$ cat src/rtl/fir_transposed_param_pkg.sv
// Shared types and elaboration-time helpers for the transposed FIR filter.
// Optional build feature: FIR_ROUND_SAT_EN (round half-up with saturation on the output slice).
package fir_pkg;

  typedef enum logic [1:0] {
    EMPTY = 2'd0,
    LOAD  = 2'd1,
    RUN   = 2'd2
  } mode_e;

  function automatic int clog2(input int n);
    int r;
    r = 0;
    while ((1 << r) < n) r++;
    return r;
  endfunction

  // Full-precision accumulator width: product plus growth over all taps.
  function automatic int acc_width(input int data_w, input int coef_w, input int taps);
    return data_w + coef_w + clog2(taps);
  endfunction

endpackage

$ cat src/rtl/fir_transposed_param_tap.sv
// One transposed-form FIR tap: signed multiply, add of the downstream partial sum,
// and the partial-sum register. clr_i wipes filter state when coefficients are reloaded.
module fir_tap
  import fir_pkg::*;
#(
  parameter int DATA_W = 9,
  parameter int COEF_W = 9,
  parameter int ACC_W  = 21
) (
  input  logic                     clk,
  input  logic                     reset,
  input  logic                     clr_i,
  input  logic                     en_i,
  input  logic signed [DATA_W-1:0] x_i,
  input  logic signed [COEF_W-1:0] c_i,
  input  logic signed [ACC_W-1:0]  a_next_i,
  output logic signed [ACC_W-1:0]  a_o
);
  localparam int PROD_W = DATA_W + COEF_W;

  logic signed [PROD_W-1:0] prod;
  logic signed [ACC_W-1:0]  a_q, a_d;

  assign prod = x_i * c_i;
  assign a_d  = ACC_W'(prod) + a_next_i;

  always_ff @(posedge clk or posedge reset) begin
    if (reset) begin
      a_q <= '0;
    end else if (clr_i) begin
      a_q <= '0;
    end else if (en_i) begin
      a_q <= a_d;
    end
  end

  assign a_o = a_q;

endmodule

$ cat src/rtl/fir_transposed_param.sv
// Parametrised transposed-form FIR with serial coefficient loading and valid/ready input.
// Optional build feature: define FIR_ROUND_SAT_EN for round half-up and saturation on y_out.
module fir_transposed_param
  import fir_pkg::*;
#(
  parameter int DATA_W = 9,
  parameter int COEF_W = 9,
  parameter int TAPS   = 8,
  parameter int OUT_W  = 11
) (
  input  logic                     clk,
  input  logic                     reset,
  input  logic                     coef_start,
  input  logic                     coef_valid,
  input  logic signed [COEF_W-1:0] coef_in,
  output logic                     coef_done,
  input  logic                     in_valid,
  input  logic signed [DATA_W-1:0] x_in,
  output logic                     in_ready,
  output logic                     out_valid,
  output logic signed [OUT_W-1:0]  y_out
);
  localparam int ACC_W = acc_width(DATA_W, COEF_W, TAPS);
  localparam int CNT_W = clog2(TAPS);

  mode_e                     state_q, state_d;
  logic [CNT_W-1:0]          cnt_q;
  logic signed [COEF_W-1:0]  c_q [TAPS];
  logic signed [DATA_W-1:0]  x_q;
  logic                      v1_q, v2_q, out_valid_q;
  logic signed [OUT_W-1:0]   y_q, y_d;
  logic signed [ACC_W-1:0]   a_w [TAPS+1];
  logic                      load_beat, accept;

  // coef_start takes priority over a coincident coefficient beat.
  assign load_beat = (state_q == LOAD) && coef_valid && !coef_start;
  assign in_ready  = (state_q == RUN) && !coef_start;
  assign accept    = in_valid && in_ready;
  assign coef_done = (state_q == RUN);

  always_comb begin
    state_d = state_q;
    if (coef_start) begin
      state_d = LOAD;
    end else if (load_beat && (cnt_q == CNT_W'(TAPS - 1))) begin
      state_d = RUN;
    end
  end

  always_ff @(posedge clk or posedge reset) begin
    if (reset) begin
      state_q     <= EMPTY;
      cnt_q       <= '0;
      x_q         <= '0;
      v1_q        <= 1'b0;
      v2_q        <= 1'b0;
      out_valid_q <= 1'b0;
      y_q         <= '0;
      for (int k = 0; k < TAPS; k++) c_q[k] <= '0;
    end else begin
      state_q <= state_d;
      if (coef_start) begin
        cnt_q <= '0;
      end else if (load_beat) begin
        cnt_q <= cnt_q + CNT_W'(1);
      end
      if (load_beat) begin
        for (int k = 0; k < TAPS - 1; k++) c_q[k] <= c_q[k+1];
        c_q[TAPS-1] <= coef_in;
      end
      if (coef_start) begin
        x_q         <= '0;
        v1_q        <= 1'b0;
        v2_q        <= 1'b0;
        out_valid_q <= 1'b0;
      end else begin
        v1_q        <= accept;
        v2_q        <= v1_q;
        out_valid_q <= v2_q;
        if (accept) x_q <= x_in;
        if (v2_q) y_q <= y_d;
      end
    end
  end

  assign a_w[TAPS] = '0;

  for (genvar gi = 0; gi < TAPS; gi++) begin : g_tap
    fir_tap #(
      .DATA_W (DATA_W),
      .COEF_W (COEF_W),
      .ACC_W  (ACC_W)
    ) u_tap (
      .clk      (clk),
      .reset    (reset),
      .clr_i    (coef_start),
      .en_i     (v1_q),
      .x_i      (x_q),
      .c_i      (c_q[gi]),
      .a_next_i (a_w[gi+1]),
      .a_o      (a_w[gi])
    );
  end

`ifdef FIR_ROUND_SAT_EN
  if (OUT_W == ACC_W) begin : g_pass
    assign y_d = a_w[0];
  end else begin : g_round
    localparam int RSH = ACC_W - OUT_W;
    localparam logic [ACC_W:0] HALF = (ACC_W + 1)'(1) << (RSH - 1);
    logic [ACC_W:0] rnd;
    logic           unused_rnd_lsbs;
    assign rnd = {a_w[0][ACC_W-1], a_w[0]} + HALF;
    // Only a positive carry into the sign bit can overflow after adding the half LSB.
    assign y_d = (!rnd[ACC_W] && rnd[ACC_W-1]) ? {1'b0, {(OUT_W - 1){1'b1}}}
                                                : rnd[ACC_W-1 -: OUT_W];
    assign unused_rnd_lsbs = ^rnd[RSH-1:0];
  end
`else
  assign y_d = a_w[0][ACC_W-1 -: OUT_W];
  if (ACC_W > OUT_W) begin : g_trunc
    logic unused_lsbs;
    assign unused_lsbs = ^a_w[0][ACC_W-OUT_W-1:0];
  end
`endif

  assign out_valid = out_valid_q;
  assign y_out     = y_q;

endmodule

$ cat config.mk
export PLATFORM = sky130hd
export DESIGN_NAME = fir_transposed_param
export DESIGN_NICKNAME = d
export VERILOG_FILES = /design/src/rtl/fir_transposed_param_pkg.sv /design/src/rtl/fir_transposed_param_tap.sv /design/src/rtl/fir_transposed_param.sv
export SDC_FILE = /design/constraint.sdc
export NUM_CORES = 2
export LEC_CHECK = 0
export ABC_AREA = 0
export ABC_CLOCK_PERIOD_IN_PS = 8600
export CORE_MARGIN = 2
export CORE_UTILIZATION = 40
export DETAILED_ROUTE_END_ITERATION = 12
export HOLD_SLACK_MARGIN = 0.05
export PLACE_DENSITY = 0.55
export SYNTH_ARGS = -nofsm -noshare
export SYNTH_HDL_FRONTEND = slang
export SYNTH_HIERARCHICAL = 1
export SYNTH_SLANG_ARGS = --single-unit
$ cat constraint.sdc
create_clock -name clk -period 8.6 [get_ports clk]
set_clock_uncertainty 0.2 [all_clocks]
set_input_delay 1.72 -clock clk [delete_from_list [all_inputs] [get_ports clk]]
set_output_delay 1.72 -clock clk [all_outputs]
set_load 0.1 [all_outputs]
Word-level counts from Yosys, hierarchy flattened
Cells that the tools add are included.
{"block": "totals", "register_bits": 268, "out_inout_bits": 14}
{"block": "classes", "n_addsub": 8, "n_mul": 8, "n_eq_ne": 3, "n_mux": 25, "n_bitwise": 1, "reduce_logical": 11}
{"cell": "21-bit two-way mux", "count": 16}
{"cell": "18-bit by 21-bit adder with 21-bit output", "count": 7}
{"cell": "9-bit by 9-bit multiplier with 18-bit output", "count": 8}
{"cell": "9-bit two-way mux", "count": 2}
{"cell": "2-bit nonzero test", "count": 4}
{"cell": "3-bit two-way mux", "count": 2}
{"cell": "1-bit logical AND", "count": 5}
{"cell": "2-bit two-way mux", "count": 2}
{"cell": "3-bit by 1-bit adder with 3-bit output (second input constant)", "count": 1}
{"cell": "3-bit == test (second input constant)", "count": 1}
{"cell": "1-bit two-way mux", "count": 3}
{"cell": "2-bit by 1-bit == test with 1-bit output (second input constant)", "count": 1}
{"cell": "2-bit == test (second input constant)", "count": 1}
{"cell": "2-bit AND reduction", "count": 1}
{"cell": "1-bit zero test", "count": 1}
{"cell": "1-bit inverter", "count": 1}

Longest topological paths before layout
{"block": "logic_depth", "depth_word": 6, "depth_mapped": 20, "ltp_nobuf": 19}

Cells and area by module
Netlist, hierarchy kept.
{"module": "fir_tap (g_tap[2].u_tap ...)", "n_inst": 4, "cells_each": 539, "area_each_um2": 4923.5, "seq_area_each_um2": 525.5}
{"module": "fir_tap (g_tap[1].u_tap)", "n_inst": 1, "cells_each": 575, "area_each_um2": 5180.0, "seq_area_each_um2": 525.5}
{"module": "fir_tap (g_tap[0].u_tap)", "n_inst": 1, "cells_each": 573, "area_each_um2": 5162.5, "seq_area_each_um2": 525.5}
{"module": "fir_tap (g_tap[7].u_tap)", "n_inst": 1, "cells_each": 579, "area_each_um2": 5154.9, "seq_area_each_um2": 525.5}
{"module": "fir_tap (g_tap[6].u_tap)", "n_inst": 1, "cells_each": 562, "area_each_um2": 5071.1, "seq_area_each_um2": 525.5}
{"module": "fir_transposed_param", "n_inst": 1, "cells_each": 248, "area_each_um2": 4272.8, "seq_area_each_um2": 2502.4}

Worst setup path after synthesis
No wires, ideal clock.
{"block": "synth_path", "path_kind": "register -> register", "startpoint": "register x_q[4]", "endpoint": "register g_tap[1].u_tap.a_q[20]", "setup_ns": 0.082, "arrival_ns": 5.792, "setup_slack_ns": 2.526, "path_stages_with_launch": 19, "n_path_buf": 2, "synth_period_minus_slack_ns": 6.074, "path_cell_list": "dfrtp_1 clkbuf_1 nand2_1 fa_1 inv_1 fa_1 fa_1 fa_1 inv_1 fa_1 inv_1 ha_1 buf_6 a21o_1 a31o_1 a21oi_4 o21ai_2 or4_1 a31oi_1"}
{"block": "synth_via", "elab_chain_cells": 4}
{"item": "from (decl)", "line": "fir_transposed_param.sv:29", "text": "logic signed [DATA_W-1:0] x_q;"}
{"item": "from (signal assigned)", "line": "fir_transposed_param.sv:80", "text": "if (accept) x_q <= x_in;"}
{"item": "9-bit by 9-bit multiplier with 18-bit output", "line": "fir_transposed_param_tap.sv:24", "text": "assign prod = x_i * c_i;"}
{"item": "18-bit by 21-bit adder with 21-bit output", "line": "fir_transposed_param_tap.sv:25", "text": "assign a_d = ACC_W'(prod) + a_next_i;"}
{"item": "21-bit two-way mux", "line": "fir_transposed_param_tap.sv:32", "text": "end else if (en_i) begin"}
{"item": "21-bit two-way mux", "line": "fir_transposed_param_tap.sv:30", "text": "end else if (clr_i) begin"}
{"item": "to (signal assigned)", "line": "fir_transposed_param_tap.sv:29", "text": "a_q <= '0;"}
{"item": "to (signal assigned)", "line": "fir_transposed_param_tap.sv:31", "text": "a_q <= '0;"}
{"item": "to (signal assigned)", "line": "fir_transposed_param_tap.sv:33", "text": "a_q <= a_d;"}
{"item": "to (decl)", "line": "fir_transposed_param_tap.sv:22", "text": "logic signed [ACC_W-1:0] a_q, a_d;"}
No other way between the ends. The select of a mux whose other input is x is not followed.
A chain may end at the register's enable or synchronous reset.

Worst setup path in the final report
{"block": "layout_path", "startpoint": "register x_q[8]", "endpoint": "register g_tap[7].u_tap.a_q[19]"}
{"block": "layout_via", "elab_chain_cells": 3}
{"item": "9-bit by 9-bit multiplier with 18-bit output", "line": "fir_transposed_param_tap.sv:24"}
{"item": "21-bit two-way mux", "line": "fir_transposed_param_tap.sv:32"}
{"item": "21-bit two-way mux", "line": "fir_transposed_param_tap.sv:30"}
{"item": "to (signal assigned)", "line": "fir_transposed_param_tap.sv:29"}
{"item": "to (signal assigned)", "line": "fir_transposed_param_tap.sv:31"}
{"item": "to (signal assigned)", "line": "fir_transposed_param_tap.sv:33"}
{"item": "to (decl)", "line": "fir_transposed_param_tap.sv:22"}
No other way between the ends. The select of a mux whose other input is x is not followed.

==> run metrics <==
CP endpoint kind=flop; Iteration-0 DRC Markers=1262; worst setup margin=between 1500 and 2000 ps; Slew Viols, Final=0; clk_lat worst skew=600 ps; Max Fclk=0.151 GHz; DRC viols=0; worst-path cell chain=buf_4, nand2_1, fa_1, inv_1, fa_1, fa_1, fa_1, inv_1, fa_1, inv_1, ha_1, a21oi_2, o21ai_1, nor2b_1, or3_1, o2111a_1, a211oi_2; initial core utilization=40.4%; initial antenna violation count=1; vias in the first global route=roughly 33000; routability cong.=between 0.8 and 0.9; CTS clk-pin slew, worst paths=approximately 60 ps; Max clock buf depth=3; GRT Util Overall=19.0%; area grow syn2layout=6.67%; worst vdd ir=0.118 mV; CP Launch Type=flop; period utilization=77.0%; Worst path top cell family by delay=adder cells; I/O Buffers=36; routed len/inst=16.7 µm; die area=113000 µm²; antenna cells=0; chip width=336 µm; final setup violation count=0; total grt overflow=0; die height=around 340 µm; CTS Buf Count=38; Setup Buffers After CTS=0; CP max stage delay=950 ps; Layout Nets=approximately 5800; Crit path top cell by count=fa_1; vias=30022; # H-tree levels=2; leakage=0.0246 µW; final hold vios=0; min cycle time layout=6620 ps; synthesized area=44000 µm²; Root Buffer=clkbuf_16; Core Area=~110000 µm²; TritonCTS clock tree=yes; Setup TNS=0 ps; Vias/cell=4.96; post-detailed-placement half-perimeter wirelength=between 70000 and 80000 µm; cts hold-fix bufs=0; post-cts sizing count=0; worst slew pin tran=~1000 ps; largest net degree at the start of global routing=~130; Ys Warns=6; worst slack at placement=between 1500 and 2000 ps; routed wire length=roughly 100000 µm; Pre-Repair DR Iteration Count=7; CP arrival=6940 ps; first-pass GRT wire length=172000 µm; Syn Area/Cell=9.48 µm²; CTS sink cnt=roughly 260; WP buf/inv=4; max-cap viol count=0; Cells after Synth=roughly 4600; layout cell share with drive strength beyond 1=4.95%; Post-DRT Antenna Nets=0; WS Path Type=reg -> reg; I/O pin total=37; Slew Limit Headroom=31.2%; crit-path max FO=37; RSZ-0062 raised after global routing=false; Worst Path Required=8910 ps; outcome=complete, no violations; Hold WC Path Type=reg -> reg; slowest CP cell=dfrtp_2; FILL cells=10790; pwr/cell area=126 nW/µm²; # rows=121
==> stage by stage <==
stage	power, µW	hold slack (ps)	cells	utilization (%)	area (µm²)
final	5920	285	6057	43.1	47000
after global placement	4360	268	5991	42.0	45800
after global routing	6430	297	6057	43.1	47000
after detailed placement	4390	275	5991	42.0	45800
after CTS	6000	288	6057	43.1	47000
after floorplan	3690	245	4664	-	44100
==> per-layer routing <==
metal | up-vias | global-route usage (%) | wire (µm)
met2 | 381 | 32.7 | 48600
met4 | 0 | 3.50 | 1660
met3 | 84 | 2.39 | 3110
met5 | - | 0 | 0
li1 | 14246 | - | -
met1 | 15311 | 25.9 | 47800
==> layout make-up <==
cell class	instances	area (µm²)	share of cell area, %
tap	1414	1770	3.77
clock inverter	16	161	0.344
clock buffer	50	1050	2.23
timing repair buffer	63	602	1.28
multi-input combinational	3160	32800	69.8
inverter	1096	4120	8.76
sequential	258	6470	13.8
==> state kept, by name (all words and copies together), names as in the netlist <==
name,cells
cnt_q,3
v1_q,1
c_q,72
x_q,9
y_out,11
v2_q,1
g_tap.u_tap/a_o,158
state_q,2
out_valid,1
==> worst register-to-register path: cells and delay by family (launching register included) <==
family	cells	cell delay, ps
flip-flops	1	950
adder cells (fa/ha/maj)	6	2970
AND/OR/NAND/NOR	3	870
buffers and inverters	4	800
AO/OA/AOI/OAI	4	740
==> power breakdown <==
part	internal [µW]	switching (µW)	leakage, µW
registers	1340	528	0.00344
logic	1100	1360	0.0206
clock network	922	659	0.000590
total	3360	2550	0.0246
==> final timing paths <==
kind                                        from                                 end  slack (ps)  cells after the start
setup / recovery              x_q[8]$_DFFE_PP0P_  g_tap[7].u_tap/a_o[19]$_DFFE_PP0P_        1980                     17
hold / removal             y_out[10]$_DFFE_PP0P_               y_out[10]$_DFFE_PP0P_         280                      1
setup reg to reg              x_q[8]$_DFFE_PP0P_  g_tap[7].u_tap/a_o[19]$_DFFE_PP0P_        1980                     17
hold reg to reg            y_out[10]$_DFFE_PP0P_               y_out[10]$_DFFE_PP0P_         280                      1
max in group asynchronous                  reset                  x_q[6]$_DFFE_PP0P_        5290                      3
min in group asynchronous                  reset                y_out[6]$_DFFE_PP0P_        1780                      2
==> cells in the final DEF, fill, tap and decap left out, drive strengths merged, types with 6 or more instances in the layout <==
cell type      count
a211oi            19
a21o              40
a21oi            135
a311o              6
a311oi             6
a31oi             24
and2             252
and3              12
buf               28
clkbuf            50
clkdlybuf4s50     35
clkinv             9
conb              21
dfrtp            258
fa               736
ha               442
inv             1099
mux2              93
mux2i             96
nand2            450
nand2b            74
nand3             23
nand4             30
nor2             171
nor2b             91
nor3              25
nor3b             15
o2111ai           10
o211ai            19
o21a              29
o21ai             92
o21bai             8
o221ai            10
o22ai             15
or2                9
or3                6
xnor2             94
xor2              31
Note: power is estimated with default switching activity, not from simulation.
